===== src/rtl/eth_frame_reader.sv =====
`default_nettype none
// ============================================================================
// eth_frame_reader : streams preamble/SFD, buffered payload, CRC-32 FCS, IFG
// Revision 1.0
// ============================================================================
module eth_frame_reader #(
  parameter int ETH_DATA_SIZE = 1280,
  parameter int HDR_SIZE      = 50,
  parameter int IFG_CYCLES    = 12
) (
  input  logic        clk,
  input  logic        reset_n,
  input  logic        start,
  input  logic [10:0] frame_len,
  output logic        ram_rd_en,
  output logic [10:0] ram_addr,
  input  logic [7:0]  ram_dout,
  output logic [7:0]  tx_data,
  output logic        tx_valid,
  input  logic        tx_ready,
  output logic        busy,
  output logic        eth_finish
);

  localparam int IFG_W = (IFG_CYCLES > 15) ? $clog2(IFG_CYCLES + 1) : 4;

  localparam logic [2:0] S_IDLE = 3'd0;
  localparam logic [2:0] S_PRE  = 3'd1;
  localparam logic [2:0] S_DATA = 3'd2;
  localparam logic [2:0] S_FCS  = 3'd3;
  localparam logic [2:0] S_IFG  = 3'd4;
  localparam logic [2:0] S_DONE = 3'd5;

  generate
    if ((HDR_SIZE + ETH_DATA_SIZE > 2047) || (IFG_CYCLES < 1)) begin : g_param_check
      $error("eth_frame_reader: unsupported parameter values");
    end
  endgenerate

  function automatic logic [31:0] crc_step(input logic [31:0] crc, input logic [7:0] data);
    logic [31:0] c;
    c = crc ^ {24'h0, data};
    for (int i = 0; i < 8; i++) begin
      c = c[0] ? ((c >> 1) ^ 32'hEDB88320) : (c >> 1);
    end
    return c;
  endfunction

  logic [2:0]       r_state;
  logic [10:0]      r_len;
  logic [2:0]       r_pre_cnt;
  logic [10:0]      r_byte_cnt;
  logic [1:0]       r_fcs_cnt;
  logic [IFG_W-1:0] r_ifg_cnt;
  logic [10:0]      r_addr;
  logic             r_rd_q;
  logic [7:0]       r_buf0;
  logic [7:0]       r_buf1;
  logic [1:0]       r_buf_cnt;
  logic [31:0]      r_crc;
  logic [7:0]       r_tx_data;
  logic             r_tx_valid;

  logic             w_adv;
  logic             w_pop;
  logic [2:0]       w_occ;
  logic             w_rd_en;
  logic             w_last;
  logic [31:0]      w_fcs;
  logic [7:0]       w_fcs_byte;

  assign w_adv = !r_tx_valid || tx_ready;
  assign w_pop = (r_state == S_DATA) && w_adv && (r_buf_cnt != 2'd0);
  // A read in flight already owns a holding slot; a same-cycle pop frees one.
  assign w_occ   = {1'b0, r_buf_cnt} + {2'b00, r_rd_q};
  assign w_rd_en = ((r_state == S_PRE) || (r_state == S_DATA)) && (r_addr != r_len) &&
                   ((w_occ < 3'd2) || ((w_occ == 3'd2) && w_pop));
  assign w_last  = (r_byte_cnt == (r_len - 11'd1));
  assign w_fcs   = ~r_crc;

  always_comb begin
    w_fcs_byte = w_fcs[7:0];
    case (r_fcs_cnt)
      2'd1:    w_fcs_byte = w_fcs[15:8];
      2'd2:    w_fcs_byte = w_fcs[23:16];
      2'd3:    w_fcs_byte = w_fcs[31:24];
      default: w_fcs_byte = w_fcs[7:0];
    endcase
  end

  always_ff @(posedge clk or negedge reset_n) begin
    if (!reset_n) begin
      r_state    <= S_IDLE;
      r_len      <= 11'd0;
      r_pre_cnt  <= 3'd0;
      r_byte_cnt <= 11'd0;
      r_fcs_cnt  <= 2'd0;
      r_ifg_cnt  <= '0;
      r_addr     <= 11'd0;
      r_rd_q     <= 1'b0;
      r_buf0     <= 8'h00;
      r_buf1     <= 8'h00;
      r_buf_cnt  <= 2'd0;
      r_crc      <= 32'hFFFFFFFF;
      r_tx_data  <= 8'h00;
      r_tx_valid <= 1'b0;
    end else begin
      r_rd_q <= w_rd_en;
      if (w_rd_en) r_addr <= r_addr + 11'd1;

      case ({r_rd_q, w_pop})
        2'b10: begin
          if (r_buf_cnt == 2'd0) r_buf0 <= ram_dout;
          else                   r_buf1 <= ram_dout;
          r_buf_cnt <= r_buf_cnt + 2'd1;
        end
        2'b01: begin
          r_buf0    <= r_buf1;
          r_buf_cnt <= r_buf_cnt - 2'd1;
        end
        2'b11: begin
          if (r_buf_cnt == 2'd1) begin
            r_buf0 <= ram_dout;
          end else begin
            r_buf0 <= r_buf1;
            r_buf1 <= ram_dout;
          end
        end
        default: ;
      endcase

      case (r_state)
        S_IDLE: begin
          if (start && (frame_len != 11'd0)) begin
            r_state    <= S_PRE;
            r_len      <= frame_len;
            r_tx_valid <= 1'b1;
            r_tx_data  <= 8'h55;
            r_pre_cnt  <= 3'd1;
            r_byte_cnt <= 11'd0;
            r_fcs_cnt  <= 2'd0;
            r_ifg_cnt  <= '0;
            r_crc      <= 32'hFFFFFFFF;
            r_addr     <= 11'd0;
          end
        end
        S_PRE: begin
          if (w_adv) begin
            if (r_pre_cnt == 3'd7) begin
              r_tx_data <= 8'hD5;
              r_state   <= S_DATA;
            end else begin
              r_tx_data <= 8'h55;
              r_pre_cnt <= r_pre_cnt + 3'd1;
            end
          end
        end
        S_DATA: begin
          if (w_pop) begin
            r_tx_valid <= 1'b1;
            r_tx_data  <= r_buf0;
            r_crc      <= crc_step(r_crc, r_buf0);
            if (w_last) r_state    <= S_FCS;
            else        r_byte_cnt <= r_byte_cnt + 11'd1;
          end else if (w_adv) begin
            r_tx_valid <= 1'b0;
          end
        end
        S_FCS: begin
          if (w_adv) begin
            r_tx_valid <= 1'b1;
            r_tx_data  <= w_fcs_byte;
            if (r_fcs_cnt == 2'd3) r_state   <= S_IFG;
            else                   r_fcs_cnt <= r_fcs_cnt + 2'd1;
          end
        end
        S_IFG: begin
          // The gap only starts counting once the last FCS byte has been taken.
          if (r_tx_valid) begin
            if (tx_ready) r_tx_valid <= 1'b0;
          end else if (r_ifg_cnt == IFG_W'(IFG_CYCLES - 1)) begin
            r_state <= S_DONE;
          end else begin
            r_ifg_cnt <= r_ifg_cnt + 1'b1;
          end
        end
        S_DONE: begin
          r_state <= S_IDLE;
          r_addr  <= 11'd0;
        end
        default: r_state <= S_IDLE;
      endcase
    end
  end

  assign ram_rd_en  = w_rd_en;
  assign ram_addr   = r_addr;
  assign tx_data    = r_tx_data;
  assign tx_valid   = r_tx_valid;
  assign busy       = (r_state != S_IDLE);
  assign eth_finish = (r_state == S_DONE);

endmodule
`default_nettype wire

===== config.mk =====
export PLATFORM = sky130hd
export DESIGN_NAME = eth_frame_reader
export DESIGN_NICKNAME = d
export VERILOG_FILES = /design/src/rtl/eth_frame_reader.sv
export SDC_FILE = /design/constraint.sdc
export NUM_CORES = 1
export LEC_CHECK = 0
export BUFFER_PORTS_ARGS = -buffer_cell sky130_fd_sc_hd__buf_2
export CELL_PAD_IN_SITES_DETAIL_PLACEMENT = 1
export CELL_PAD_IN_SITES_GLOBAL_PLACEMENT = 1
export CORE_ASPECT_RATIO = 1.2
export CORE_UTILIZATION = 48
export CTS_CLUSTER_DIAMETER = 200
export DETAILED_ROUTE_END_ITERATION = 8
export PLACE_DENSITY = 0.77
export SYNTH_ARGS = -nofsm -noshare
export SYNTH_HDL_FRONTEND = slang
export SYNTH_SLANG_ARGS = --single-unit

===== constraint.sdc =====
create_clock -name clk -period 3.2 [get_ports clk]
set_input_delay 0.48 -clock clk [delete_from_list [all_inputs] [get_ports clk]]
set_output_delay 0.48 -clock clk [all_outputs]
set_load 0.1 [all_outputs]

* Yosys cells after proc, flatten, opt, wreduce, memory -nomap -nowiden *
Index checks and enable logic that the tools add are counted.

word-level totals
  flip-flop bits (word level) = 105
  bits in latches = 0
  memory bits (writable) = 0
  memory bits (read-only) = 0
  bits of input ports = 23
  word-level logic and storage cells = 163
  memories = 0

operators by class
  add/subtract/negate cells = 9
  $mul = 0
  divide/modulo/power cells = 0
  $lt $le $gt $ge = 1
  equal/unequal tests = 34
  shift operators = 0
  multiplexer cells = 60
  bitwise gates (word level) = 10
  reduce and logical (&&, ||, !) cells = 35

operators by type and width
  operator                                                               number
  32-bit two-way mux                                                     10
  13-bit inverter with 14-bit output                                     8
  8-bit two-way mux                                                      9
  32-bit one-hot mux with 2 select lines                                 1
  11-bit two-way mux                                                     5
  8-bit one-hot mux with 3 select lines                                  2
  11-bit one-hot mux with 2 select lines                                 2
  3-bit two-way mux                                                      11
  32-bit inverter                                                        1
  8-bit one-hot mux with 4 select lines                                  1
  32-bit by 8-bit XOR with 32-bit output                                 1
  2-bit != test, second input constant                                   15
  11-bit by 1-bit adder with 11-bit output, second input constant        2
  4-bit AND reduction                                                    5
  8-bit one-hot mux with 2 select lines                                  1
  3-bit one-hot mux with 5 select lines                                  1
  2-bit nonzero test                                                     7
  4-bit two-way mux                                                      3
  11-bit equality test                                                   1
  11-bit != test                                                         1
  11-bit nonzero test                                                    1
  11-bit by 1-bit subtractor with 11-bit output, second input constant   1
  3-bit by 2-bit equality test with 1-bit output, second input constant  3
  3-bit equality test, second input constant                             3
  29 further kinds                                                       54

* Longest topological paths before layout *
  word-level depth = 19
  gate-level depth with buffers = 12
  mapped depth without buffers = 10

* Worst setup path after synthesis *
Ideal clock, no wire load.

  path kind = register -> register
  from = reg r_tx_valid (netlist: tx_valid)
  to = reg r_buf1[0]
  setup time = 125 ps
  data arrival time = 2767 ps
  data required time = 3075 ps
  slack = 309 ps
  cell stages (with the launch flop) = 8
  buffers on the path = 1
  clock period less this slack = 2891 ps
  path through = dfrtp_1 nand2b_1 nand3_2 inv_2 buf_1 ha_1 o211ai_1 mux2_2

on the way
  cells in the longest elaborated chain, start to end = 7

RTL lines
  element                                                        RTL line  RTL
  start: declaration                                             62        logic r_tx_valid;
  start signal: assignment                                       106       r_tx_valid <= 1'b0;
  start signal: assignment                                       137       r_tx_valid <= 1'b1;
  start signal: assignment                                       160       r_tx_valid <= 1'b1;
  1-bit logical NOT *                                            72        assign w_adv = !r_tx_valid || tx_ready;
  1-bit logical OR *                                             72
  1-bit logical AND * (2 in series)                              73        assign w_pop = (r_state == S_DATA) && w_adv && (r_buf_cnt != 2'd0);
  2-bit equality test                                            111       case ({r_rd_q, w_pop})
  2-bit != test (no line) or 2-bit nonzero test (tied branches)  n/a
  3-bit AND reduction (no line)                                  n/a
  end signal: assignment                                         114       else r_buf1 <= ram_dout;
  end signal: assignment                                         126       r_buf1 <= ram_dout;
  end: declaration                                               58        logic [7:0] r_buf1;

Mark *: on every way between the ends. The rest lies on a longest branch, timed or not.
A chain may end at the register's enable or synchronous reset.

* Final worst setup path *
  from = reg r_len[0]
  to = reg r_byte_cnt[7]

on the way
  cells in the longest elaborated chain, start to end = 4

RTL lines
  element                                        RTL line  RTL
  start: declaration                             50        logic [10:0] r_len;
  start signal: assignment                       136       r_len <= frame_len;
  11-bit by 1-bit subtractor with 11-bit output  78        assign w_last = (r_byte_cnt == (r_len - 11'd1));
  11-bit equality test                           78
  2-bit != test (no line)                        n/a
  4-bit AND reduction (no line)                  n/a
  end signal: assignment                         164       else r_byte_cnt <= r_byte_cnt + 11'd1;
  end: declaration                               52        logic [10:0] r_byte_cnt;

No other way between the ends.

==> flow_summary_export.csv <==
group,metric,value,unit
setup_path,rr_endpoint,"r_byte_cnt[7]",
sta,finalSetupTns,0,ps
finish,fin_area,0.00704,mm2
drt,wl,17100,um
logic_synthesis,mappedNetlistArea,0.00637,mm2
logic_synthesis,synth.area.mux_share,3.28,%
logic_synthesis,synth-seq-area-share,41.8,%
setup_path,r2r_cells,9,
clock_tree,h-tree-depth,3,
finish,diodes,0,
global_route,grt_pass1_wl,28400,um
global_route,antenna_found_initial,0,
die,initial_core_util,49.9,%
sta,setup_viol,0,
logic_synthesis,yosysWarnings,0,
global_route,grt_pass1_vias,5610,
setup_path,critical_path.endpoint_type,"flop",
logic_synthesis,synth_edf_count,0,
finish,utilization,55.1,%
sta,fmax,0.349,GHz
setup_path,crit_required,3470,ps
drt,wire_per_inst,19.6,um
die,die_area,0.0137,mm2
clock_tree,cts_setup_buffers,0,
global_route,grtUsageTotal,27.0,%
sta,fin_crit,2870,ps
logic_synthesis,synth-compound-area-share,13.8,%
drt,ant_nets,0,
logic_synthesis,synth_xor_area_share,15.4,%
die,core,0.0128,mm2
clock_tree,clock_latency,360,ps
global_route,gr-total-overflow,0,
drt,via_per_inst,5.84,
placed_design,gp_congestion,0.865,
finish,drive_gt1_share,20.0,%
setup_path,crit-reg2reg-launch,"r_len[0]",
die,rows,45,
logic_synthesis,synth_top_family_by_area,"simple AND/OR/NAND/NOR gates",
clock_tree,ctsResizeCount,0,
setup_path,r2r_setup_slack,330,ps
clock_tree,cts_tree,"built",
setup_path,cp-start-kind,"flop",
placed_design,post_dp_cell_area,0.00674,mm2
drt,vias,5072,
clock_tree,cts-hold-fix-buffers,0,
clock_tree,ctsLongestPathBuffers,2,
sta,clock_skew,5.74,ps
finish,nNetsFinal,741,
sta,drv_slew,0,
clock_tree,cts_buffers,9,
logic_synthesis,synth_seq_cells,105,
die,fp.dieW,107,um
logic_synthesis,yosys.cell_types.count,70,
hold_path,min_path_type,"in -> async",
placed_design,portBuffers,45,
setup_path,worstSetupPathType,"reg -> reg",
sta,rsz0062_at_grt,"no",
sta,hold_violations,0,
outcome,status,"finished, final reports clean",
placed_design,place_inst,853,
logic_synthesis,synthCells,668,
finish,area_growth_syn_to_layout,10.4,%
job,max_cap_violations,0,
sta,slew_headroom,34.2,%
setup_path,cp.arrival,3130,ps
finish,final_cells,869,
global_route,grt_max_degree,63,
setup_path,cp_max_fo,12,
clock_tree,cts.sinks,105,
clock_tree,cts.clk_slew.worst_paths,70,ps
sta,period_share,89.6,%
drt,drt_iter0_drc,156,
drt,drcViolationCount,0,
logic_synthesis,async_flop_share,100,%
clock_tree,cts-root-buf,"clkbuf_16",
drt,dr.pass1.iters,4,
placed_design,dp_hpwl,12600,um
logic_synthesis,yosys.area_share.simple,17.9,%
logic_synthesis,synth-main-ff-cell,"dfrtp_1",
die,die_y,128,um
logic_synthesis,synthAdderAreaFrac,3.53,%
die,io_pins,46,
logic_synthesis,synthesis.nets,709,
logic_synthesis,syn_area_per_cell,9.54,um2
sta,worst_pin_slew,980,ps
## layout by cell type (no fill, tap or decap), types with 3 or more instances in the layout
cell       synthesis  routed
nor4_2             3       3
mux2i_1            7       7
dfstp_2           32      32
ha_1              18      18
a22oi_1            8       8
mux2_2            11      11
and3_1             8       8
o31ai_1            8       8
buf_2              6      43
o21ai_0           20      20
nor3_1            37      37
buf_4              3      15
nor2b_1           14      14
inv_1             19      19
o311a_1            7       7
a41o_1             4       4
or3_1              4       4
xnor2_2            5       5
nand2b_1           6       6
nand3_1            8       8
nand2_1           70      70
nand4_1           14      14
and2_1             3       3
dfrtp_1           73      73
a21oi_1           46      46
xor2_1            42      42
xnor2_1           58      58
clkbuf_16          0       9
o22ai_1            8       8
a31oi_1            6       6
nor2_1            48      47
## state kept, by name (all words and copies together) (netlist names)
signal	cells
r_crc	32
r_pre_cnt	3
r_buf1	8
r_len	11
r_ifg_cnt	4
r_state	3
r_byte_cnt	11
tx_valid	1
r_fcs_cnt	2
r_rd_q	1
r_buf0	8
tx_data	8
ram_addr	11
r_buf_cnt	2
## Yosys cell counts (all sizes together) (5+ instances only)
library cell / number / area share (%)
buf: 19 / 1.9
clkbuf: 19 / 1.1
o21ai: 22 / 1.7
inv: 20 / 1.2
o311a: 7 / 1.1
mux2: 12 / 2.2
nor2b: 14 / 1.4
and3: 9 / 0.96
o31ai: 10 / 1.3
nor4: 5 / 1.0
nand4: 15 / 1.6
dfrtp: 73 / 29
o22ai: 8 / 0.79
nand2b: 6 / 0.59
nand2: 70 / 4.1
mux2i: 7 / 1.1
xnor2: 64 / 9.7
a21oi: 47 / 3.7
nor3: 38 / 3.1
dfstp: 32 / 13
ha: 18 / 3.5
nor2: 48 / 2.8
nand3: 9 / 0.79
xor2: 42 / 5.8
a22oi: 8 / 0.94
a31oi: 6 / 0.59
## worst max-delay path: stages, from the launching register on
cell and delay, ps:
dfrtp_1 470, inv_1 90, ha_1 340, o21ba_2 250
a221oi_1 290, a41oi_1 110, nor4_2 250, nand3_1 420
a311o_1 460, o21ai_0 90
## per-stage QoR
step                hold slack [ps]  worst slack (ps)
finish                          139               334
global route                    198              92.2
CTS                             157               323
detailed placement              463               362
global placement                457               539
floorplan                       184               309
## how the worst max path moves through the flow
| stage | startpoint | to | slack, ps | cells after the start |
|---|---|---|---|---|
| after floorplan | tx_valid | r_buf1[0] | 310 | 7 |
| after global placement | r_len[0] | r_byte_cnt[7] | 540 | 9 |
| after detailed placement | r_len[0] | r_byte_cnt[7] | 360 | 9 |
| after CTS | r_len[0] | r_byte_cnt[7] | 320 | 9 |
| after global routing | r_len[0] | r_byte_cnt[7] | 90 | 9 |
| final | r_len[0] | r_byte_cnt[7] | 330 | 9 |
## kinds of logic (layout without fill, tap and decap cells)
family,count (synthesis),in the layout
muxes,19,19
AOI/OAI and AO/OA,133,133
xor gates and xnor gates,106,106
adders and majority gates,18,18
and+or+nand+nor,228,228
buffers and inverters,59,96
DFF,105,105
## metal layers
metal / global-route usage (%) / vias up / wire (um)
li1: - / 2394 / -
met1: 30.2 / 2570 / 6810
met2: 51.1 / 79 / 9420
met3: 2.85 / 29 / 335
met4: 12.2 / 0 / 489
met5: 0 / - / 0
## cell type report
cell class / instances / area (um2)
Timing Repair Buffer: 59 / 348
Fill cell: 1473 / 5740
Multi-Input combinational cell: 504 / 3440
Inverter: 21 / 78.8
Clock buffer: 10 / 229
Clock inverter: 6 / 67.6
Sequential cell: 105 / 2670
Tap cell: 164 / 205
Power is left out: the tool's default activity adds up to more than one toggle a clock period on the data nets, which glitch-free logic cannot reach.
